**src/rtl/approx_mul_error_monitor.sv**
```systemverilog
// Error-statistics accumulator for an approximate multiplier under test.
// Each accepted sample is checked against the exact product, and the block keeps saturating running sums of the error.
module approx_mul_error_monitor #(
  parameter int W  = 8,
  parameter int F  = 16,
  parameter int CW = 32
) (
  input  logic                clk,
  input  logic                rst,
  input  logic                clear,
  input  logic                in_valid,
  output logic                in_ready,
  input  logic [W-1:0]        a,
  input  logic [W-1:0]        b,
  input  logic [2*W-1:0]      p_apx,
  output logic                out_valid,
  output logic [CW-1:0]       n_samples,
  output logic [CW-1:0]       n_err,
  output logic [2*W+CW:0]     sum_ed,
  output logic [2*W+CW-1:0]   sum_aed,
  output logic [2*W-1:0]      max_aed,
  output logic [F+4+CW-1:0]   sum_re,
  output logic                sat,
  output logic [1:0]          dbg_state
);

  localparam int PW   = 2 * W;
  localparam int Q    = PW + F;
  localparam int EW   = PW + 1;
  localparam int SEW  = PW + CW + 1;
  localparam int SAW  = PW + CW;
  localparam int REW  = F + 4;
  localparam int SRW  = F + 4 + CW;
  localparam int CNTW = $clog2(Q + 1);

  typedef enum logic [1:0] {
    IDLE = 2'd0,
    DIV  = 2'd1,
    ACC  = 2'd2
  } state_t;

  state_t state, state_next;

  logic [PW-1:0]   exact_r;
  logic [EW-1:0]   ed_r;
  logic [PW-1:0]   aed_r;
  logic [REW-1:0]  re_r;
  logic [PW-1:0]   rem_r;
  logic [Q-2:0]    quo_r;
  logic [Q-1:0]    dvd_r;
  logic [CNTW-1:0] cnt;

  // Handshake: a sample transfers on a rising edge where in_valid and
  // in_ready are both high; in_ready is low while a sample is in flight
  // and during rst/clear, so clear always wins over a simultaneous transfer.
  logic take;
  assign in_ready  = (state == IDLE) && !clear && !rst;
  assign take      = in_valid && in_ready;
  assign dbg_state = state;

  logic [PW-1:0] prod;
  logic [EW-1:0] ed_in;
  logic [PW-1:0] aed_in;

  always_comb begin
    prod   = {{W{1'b0}}, a} * {{W{1'b0}}, b};
    ed_in  = {1'b0, prod} - {1'b0, p_apx};
    aed_in = ed_in[PW] ? (p_apx - prod) : ed_in[PW-1:0];
  end

  // Restoring division step; the partial remainder is always below the divisor,
  // so the borrow of the trial subtraction is the inverted quotient bit.
  logic [EW-1:0] rem_shift;
  logic [EW-1:0] rem_sub;
  logic          ge;
  logic [PW-1:0] rem_next;
  logic [Q-1:0]  quo_next;
  logic          re_over;
  logic          div_last;

  always_comb begin
    rem_shift = {rem_r, dvd_r[Q-1]};
    rem_sub   = rem_shift - {1'b0, exact_r};
    ge        = ~rem_sub[PW];
    rem_next  = ge ? rem_sub[PW-1:0] : rem_shift[PW-1:0];
    quo_next  = {quo_r, ge};
    re_over   = |quo_next[Q-1:REW];
    div_last  = (cnt == CNTW'(Q - 1));
  end

  logic [CW:0]    ns_sum;
  logic [CW:0]    ne_sum;
  logic [SAW:0]   sa_sum;
  logic [SRW:0]   sr_sum;
  logic [SEW-1:0] ed_ext;
  logic [SEW-1:0] se_sum;
  logic [SEW-1:0] se_clamp;
  logic           se_ovf;
  logic           acc_sat;

  always_comb begin
    ns_sum   = {1'b0, n_samples} + (CW + 1)'(1);
    ne_sum   = {1'b0, n_err} + {{CW{1'b0}}, (ed_r != '0)};
    sa_sum   = {1'b0, sum_aed} + {{(CW + 1){1'b0}}, aed_r};
    sr_sum   = {1'b0, sum_re} + {{(CW + 1){1'b0}}, re_r};
    ed_ext   = {{CW{ed_r[PW]}}, ed_r};
    se_sum   = sum_ed + ed_ext;
    se_ovf   = (sum_ed[SEW-1] == ed_ext[SEW-1]) && (se_sum[SEW-1] != sum_ed[SEW-1]);
    se_clamp = ed_ext[SEW-1] ? {1'b1, {(SEW - 1){1'b0}}} : {1'b0, {(SEW - 1){1'b1}}};
    acc_sat  = ns_sum[CW] | ne_sum[CW] | sa_sum[SAW] | sr_sum[SRW] | se_ovf;
  end

  always_comb begin
    state_next = state;
    case (state)
      IDLE: if (take) state_next = (prod != '0) ? DIV : ACC;
      DIV:  if (div_last) state_next = ACC;
      ACC:  state_next = IDLE;
      default: state_next = IDLE;
    endcase
  end

  always_ff @(posedge clk) begin
    if (rst || clear) state <= IDLE;
    else              state <= state_next;
  end

  always_ff @(posedge clk) begin
    if (rst || clear) begin
      exact_r   <= '0;
      ed_r      <= '0;
      aed_r     <= '0;
      re_r      <= '0;
      rem_r     <= '0;
      quo_r     <= '0;
      dvd_r     <= '0;
      cnt       <= '0;
      n_samples <= '0;
      n_err     <= '0;
      sum_ed    <= '0;
      sum_aed   <= '0;
      max_aed   <= '0;
      sum_re    <= '0;
      sat       <= 1'b0;
      out_valid <= 1'b0;
    end else begin
      out_valid <= 1'b0;
      case (state)
        IDLE: begin
          if (take) begin
            exact_r <= prod;
            ed_r    <= ed_in;
            aed_r   <= aed_in;
            re_r    <= '0;
            rem_r   <= '0;
            quo_r   <= '0;
            dvd_r   <= {aed_in, {F{1'b0}}};
            cnt     <= '0;
          end
        end
        DIV: begin
          rem_r <= rem_next;
          quo_r <= quo_next[Q-2:0];
          dvd_r <= {dvd_r[Q-2:0], 1'b0};
          cnt   <= cnt + CNTW'(1);
          if (div_last) begin
            re_r <= re_over ? {REW{1'b1}} : quo_next[REW-1:0];
            if (re_over) sat <= 1'b1;
          end
        end
        ACC: begin
          n_samples <= ns_sum[CW] ? {CW{1'b1}} : ns_sum[CW-1:0];
          n_err     <= ne_sum[CW] ? {CW{1'b1}} : ne_sum[CW-1:0];
          sum_aed   <= sa_sum[SAW] ? {SAW{1'b1}} : sa_sum[SAW-1:0];
          sum_re    <= sr_sum[SRW] ? {SRW{1'b1}} : sr_sum[SRW-1:0];
          sum_ed    <= se_ovf ? se_clamp : se_sum;
          if (aed_r > max_aed) max_aed <= aed_r;
          sat       <= sat | acc_sat;
          out_valid <= 1'b1;
        end
        default: ;
      endcase
    end
  end

endmodule

```
**config.mk**
```make
export PLATFORM = sky130hd
export DESIGN_NAME = approx_mul_error_monitor
export DESIGN_NICKNAME = d
export VERILOG_FILES = /design/src/rtl/approx_mul_error_monitor.sv
export SDC_FILE = /design/constraint.sdc
export NUM_CORES = 1
export LEC_CHECK = 0
export CAP_MARGIN = 5
export CORE_MARGIN = 2
export CORE_UTILIZATION = 50
export DETAILED_ROUTE_END_ITERATION = 6
export PLACE_DENSITY = 0.78
export SYNTH_ARGS = -nofsm -noshare
export SYNTH_HDL_FRONTEND = slang
export SYNTH_SLANG_ARGS = --single-unit
```
**constraint.sdc**
```tcl
create_clock -name clk -period 18.25 [get_ports clk]
set_input_delay 3.65 -clock clk [delete_from_list [all_inputs] [get_ports clk]]
set_output_delay 3.65 -clock clk [all_outputs]
set_load 0.02 [all_outputs]
```
After elaboration in Yosys (flattened, before gate mapping)
Cells that the tools add are included.
- bits in registers: 387
- bits of input ports: 36
- output and inout port bits: 234
- add/subtract/negate cells: 9
- multipliers: 1
- $lt $le $gt $ge: 1
- equal/unequal tests: 8
- mux-type cells: 28
- bitwise operators: 6
- reduce and logical (&&, ||, !) cells: 19
- operators with widths (kind ; count):
    $mux 49 ; 2
    $mux 32 ; 3
    $pmux 32 s2 ; 1
    $pmux 31 s2 ; 1
    $mux 20 ; 3
    $add 52x20->53 ; 1
    $mux 52 ; 1
    $add 48x16->49 ; 1
    $add 49x49->49 ; 1
    $mux 16 ; 3
    $mux 48 ; 1
    $pmux 20 s2 ; 1
    $add 32x1->33 ; 1
    $add 32x1->33 const B ; 1
    $pmux 16 s2 ; 1
    $mux 31 ; 1
    $reduce_bool 17->1 ; 1
    $sub 16x16->17 ; 1
    $sub 17x16->17 ; 1
    $gt 16x16->1 ; 1
    $mul 8x8->16 ; 1
    $reduce_bool 16->1 ; 1
    $sub 16x16->16 ; 1
    $pmux 6 s2 ; 1
    22 further kinds ; 41

Logic depth before layout (Yosys ltp)
- word-level depth: 8
- depth in mapped cells: 27
- gate-level depth less buffers: 25

Worst setup path after synthesis
Ideal clock, no wire load.
- path kind: input port to flip-flop
- start: input port a[1]
- end: register dvd_r[28]
- arrival time: 9043 ps
- required time: 18176 ps
- slack: 9133 ps
- stages on the path: 26
- buffers on the path: 3
- cells stage by stage: and2_1 > fa_1 > fa_1 > inv_1 > fa_1 > fa_1 > inv_1 > ha_1 > o21ai_0 > o21bai_1 > a21oi_1 > xor2_1 > inv_1 > ha_1 > clkbuf_1 > and3_1 > o21ai_0 > o21bai_1 > a41oi_1 > o31ai_1 > buf_4 > buf_4 > mux2i_1 > xnor2_1 > nand2_1 > a31oi_1
- cells in the longest elaborated chain, start to end: 5
- elaborated cells between the ends (all ways): 6
- ends and longest elaborated chain (what ; RTL line ; RTL):
    from (decl) ; 13 ; input logic [W-1:0] a,
    $mul 8x8->16 (*) ; 66 ; prod = {{W{1'b0}}, a} * {{W{1'b0}}, b};
    named net prod[8] ; 61 ; logic [PW-1:0] prod;
    $sub 16x16->17 / $sub 16x16->16 (equally long branches) ; 67, 68 ;
    $mux 16 (*) ; 68 ; aed_in = ed_in[PW] ? (p_apx - prod) : ed_in[PW-1:0];
    $mux 32 (*) ; 150 ; if (take) begin
    $pmux 32 s2 (*) ; 148 ; case (state)
    to (signal assigned) ; 157 ; dvd_r <= {aed_in, {F{1'b0}}};
    to (signal assigned) ; 164 ; dvd_r <= {dvd_r[Q-2:0], 1'b0};
    to (decl) ; 50 ; logic [Q-1:0] dvd_r;
Mark *: on every way through the listed nets, which the timed path passes. The rest lies on a longest branch. The select of a mux whose other input is x is not followed.
A chain may end at the register's enable or synchronous reset.

Worst setup path after layout
- start: input port clear
- end: output port in_ready
- cells in the longest elaborated chain, start to end: 3
- ends and longest elaborated chain (what ; RTL line ; RTL):
    from (decl) ; 10 ; input logic clear,
    $logic_not 1->1 ; 57 ; assign in_ready = (state == IDLE) && !clear && !rst;
    $logic_and 1x1->1 (2 in a row) ; 57 ;
    to (decl) ; 12 ; output logic in_ready,
No other way between the ends.

==> flow_results.org <==
** Finish
- Number of filler instances in the final layout :: 4139
- Final Non-Filler Cells :: 3792
- Across the whole layout, storage elements account for 7410 sq um.
- Finished layout cell area :: 28500 sq um
- Area added between synthesis and finish :: 18.5%
- In the final layout, the share of cells above drive strength 1 is 0.0409.
- The multi-input combinational cells in the finished layout cover a total of 15400 sq um.
- Final standard cell utilization of the core :: 0.599
- Number of nets in the finished design :: 3407

** Timing
- Final Hold Violating Endpoints :: 0
- Share of the cycle needed by the critical path after routing :: 0.536
- RSZ-0062 raised after global routing :: false
- Relative max-transition margin :: 0.189
- Final Skew :: 0.0221 ns
- Setup violations remaining at the end of the flow were counted as 0.
- The worst path needs 9.78 ns of the cycle, external delays included.
- Derived from the worst setup path, the maximum achievable clock frequency is 0.102 GHz.
- Adding up every negative setup slack in the final design gives 0 ns.
- At the pin with the least slew margin, the transition time is 1.21 ns.
- The number of pins with negative max-slew slack in the final report was 0.

** Worst setup path
- Origin of the worst setup path :: clear
- Startpoint class of the critical path :: input port
- At the worst endpoint, the required time is 14.60 ns.
- Cell mode on critical path :: clkdlybuf4s50_1
- The signal on the critical path passes through clkdlybuf4s50_1 > or2_4 > nor3_1 > clkdlybuf4s50_1.
- Classification of the worst setup path :: input port to output port
- FF-to-FF Start :: ed_r[0]$_SDFFE_PP0P_
- Endpoint class of the critical path :: output port
- Slowest library cell on the worst path :: nor3_1
- Worst EP arrival :: 6.13 ns
- Max stage delay on crit path :: 0.76 ns
- Maximum fanout count along the critical path :: 50

** Placement
- In this run the tool buffered the top-level ports with 269 buffer cells.
- Summing all placed instances gives a cell area of 27000 sq um.
- Once placement completed, the tool counted placed cells totaling 3714.
- At the end of routability-driven placement, the weighted congestion stood at 0.938.
- Detailed placement ended at an HPWL of 51.8 mm.

** Floorplanning
- Height of the die :: 223 um
- Total Die Area :: 49800 sq um
- The die is 223 um wide.
- After floorplanning, the core was divided into 80 placement rows.
- The core region is 47500 sq um.
- During I/O placement, the number of pins put on the boundary was 270.
- Starting density of the core :: 0.505

** Synthesis
- Sequential cell area fraction in the yosys report :: 0.308
- Counting distinct cell types in the post-synthesis netlist gives 87.
- Syn Inst Count :: 2977
- Number of enable-type register cells in the synthesized netlist :: 0
- Share of synthesized registers carrying an async set or reset :: 0
- Synthesis inferred 370 register bits.
- During synthesis, Yosys emitted a total of 0 warnings.
- Prevailing post-synth register cell :: dfxtp_1
- Synthesized Nets :: 3240
- Average cell area after synthesis :: 8.07 sq um
- Synthesized area :: 24000 sq um

** Flow run
- Max-cap viol count :: 0

** Drt
- Dividing the detail-routed wire length by the instance count gives 18.6 um.
- The detail route stage leaves a number of antenna-violating nets equal to 0.
- For this run, design rule violations remaining after detail routing come to 0.
- Routed wire length :: 70.4 mm
- The first TritonRoute pass finished after 6 iterations.
- Post-detailed-route via-to-cell ratio :: 6.02
- After the first detailed-routing iteration, the DRC count stood at 1866.
- Total via count in the routed design :: 22800

** Clock tree
- TritonCTS built the clock tree.
- Post-cts gate resize count :: 0
- The number of clock buffers added by TritonCTS is 43.
- Latest clock arrival within the worst-skew pair :: 0.58 ns
- CTS placed an instance of clkbuf_16 at the clock tree root.
- CTS H-tree lvls :: 2
- The clock passes through at most 3 buffers.
- CTS saw 370 sinks.
- After clock tree synthesis, the setup repair step added 0 buffers.
- Clock edge transition at the registers on the reported setup and hold paths :: 0.06 ns
- Hold repair after CTS inserted 0 buffers.

** GRT
- The via count of the first global-routing pass came to 21700.
- Entering global routing, the biggest net connects 114 pins.
- Antenna violations before repair :: 1
- Global routing usage summed across all routing layers :: 0.273
- First-pass GRT wire length :: 113 mm
- Global-route congestion overflow total :: 0

** Power
- Power spread over the standard cell area amounts to 102 nW/um^2.
- Switch share :: 0.379
- The share of total power dissipated in combinational logic is 0.396.
- Internal power comes to 1800 uW.
- Summed over all cells, the static leakage comes to 0.0112 uW.
- Power dissipated by switching net loads :: 1100 uW
- Max rail drop VDD :: 0.000100 V
- Share of total power in the clock network :: 0.304
- Part of the total power dissipated in sequential elements :: 0.300

** Run status
- The run finished with clean final reports.

** Min path
- Worst min-delay path startpoint :: quo_r[29]$_SDFFE_PP0P_
- Worst hold path class :: register to register
## layout by cell type (no fill, tap or decap), types with 12 or more instances in the layout
cell / Yosys / layout
o21bai_1: 17 / 17
and3_1: 39 / 39
o211ai_1: 14 / 14
ha_1: 184 / 184
nand4_1: 44 / 44
buf_4: 4 / 17
nor4_1: 26 / 26
mux2i_1: 47 / 47
a221oi_1: 20 / 20
o22ai_1: 22 / 22
clkbuf_16: 0 / 43
a21o_1: 64 / 64
nor2_1: 205 / 204
or3_1: 13 / 13
o21ai_0: 166 / 166
o31ai_1: 16 / 15
nand2_1: 248 / 247
a21oi_1: 291 / 291
xor2_1: 113 / 113
clkinv_2: 0 / 12
nor3_1: 91 / 90
dfxtp_1: 370 / 370
a211oi_1: 23 / 23
clkdlybuf4s50_1: 0 / 269
fa_1: 43 / 43
o211a_1: 12 / 12
and2_1: 66 / 66
nand2b_1: 21 / 19
o21a_1: 30 / 30
inv_1: 159 / 159
a31oi_1: 57 / 57
xnor2_1: 94 / 94
nand3_1: 161 / 161
nor2b_1: 22 / 20
## logic make-up after synthesis
logic type,count (synthesis),share of synthesized area
compound gates,822,0.213
xor+xnor,207,0.0755
fa+ha+maj,227,0.132
buf+inv,323,0.0526
flops,370,0.308
mux,49,0.0205
simple gates,979,0.198
## state kept, by name, summed over array words and instances, names as in the netlist, 17 cells and up
register	flops
re_r	20
sum_re	52
sum_ed	49
n_err	32
sum_aed	48
ed_r	17
n_samples	32
quo_r	31
## path summary, 6_finish.rpt
kind / cells after the start / slack, ns / endpoint
setup reg to reg: 20 / 12.79 / sum_ed[41]$_SDFFE_PP0P_
hold reg to reg: 2 / 0.47 / quo_r[30]$_SDFFE_PP0P_
setup / recovery: 4 / 8.47 / in_ready
hold / removal: 2 / 0.47 / quo_r[30]$_SDFFE_PP0P_
## worst max-delay path: cells and delay by family
kind | cells | cell delay, ns
buffers and inverters | 2 | 1.22
and+or+nand+nor | 2 | 1.23
## per-stage QoR
| step | setup slack (ns) | power [uW] | hold slack [ns] |
|---|---|---|---|
| 6_report | 8.47 | 2900 | 0.467 |
| 5_1_grt | 8.06 | 3050 | 0.491 |
| 4_1_cts | 8.54 | 2890 | 0.468 |
| 3_5_place_dp | 7.98 | 2010 | 0.463 |
| 3_3_place_gp | 8.11 | 1970 | 0.453 |
| 2_1_floorplan | 9.13 | 1730 | 0.436 |
## routing by layer
metal	vias up	share of wire	GRT usage
li1	10900	-	-
met3	134	0.059	0.0424
met4	0	0.029	0.0849
met2	777	0.47	0.458
met5	-	0	0
met1	11000	0.44	0.361
## layout make-up
type / instances / share of cell area
clock buffer: 54 / 0.0414
tap: 615 / 0.0270
sequential: 370 / 0.260
antenna: 1 / 0.0000879
clock inverter: 23 / 0.00875
timing repair buffer: 286 / 0.0991
inverter: 159 / 0.0210
multi-input combinational: 2284 / 0.542
## power by group through the flow
stage | Clock, uW | Sequential (uW) | Combinational (uW)
2_1_floorplan | 0 | 875 | 857
3_3_place_gp | 0 | 887 | 1090
3_5_place_dp | 0 | 889 | 1120
4_1_cts | 893 | 871 | 1130
5_1_grt | 925 | 875 | 1250
6_report | 881 | 871 | 1150
## Yosys cell counts (5+ instances only)
library cell / number / share of area
a2111oi_0: 8 / 0.0029
a211oi_1: 23 / 0.0072
a21o_1: 64 / 0.020
a21oi_1: 291 / 0.061
a221oi_1: 20 / 0.0073
a311oi_1: 6 / 0.0022
a31oi_1: 57 / 0.015
a41oi_1: 7 / 0.0026
and2_1: 66 / 0.017
and3_1: 39 / 0.010
and4_1: 9 / 0.0033
buf_1: 13 / 0.0020
buf_2: 12 / 0.0025
clkbuf_1: 132 / 0.021
dfxtp_1: 370 / 0.31
fa_1: 43 / 0.036
ha_1: 184 / 0.096
inv_1: 159 / 0.025
mux2i_1: 47 / 0.020
nand2_1: 248 / 0.039
nand2b_1: 21 / 0.0055
nand3_1: 161 / 0.034
nand4_1: 44 / 0.011
nor2_1: 205 / 0.032
nor2b_1: 22 / 0.0057
nor3_1: 91 / 0.019
nor4_1: 26 / 0.0068
o211a_1: 12 / 0.0050
o211ai_1: 14 / 0.0044
o21a_1: 30 / 0.0094
o21ai_0: 166 / 0.035
o21ai_1: 10 / 0.0021
o21bai_1: 17 / 0.0053
o22ai_1: 22 / 0.0057
o31a_1: 7 / 0.0026
o31ai_1: 16 / 0.0050
or2_2: 6 / 0.0016
or3_1: 13 / 0.0034
or4_1: 5 / 0.0016
xnor2_1: 94 / 0.034
xor2_1: 113 / 0.041
(Power assumes the default switching activity.)
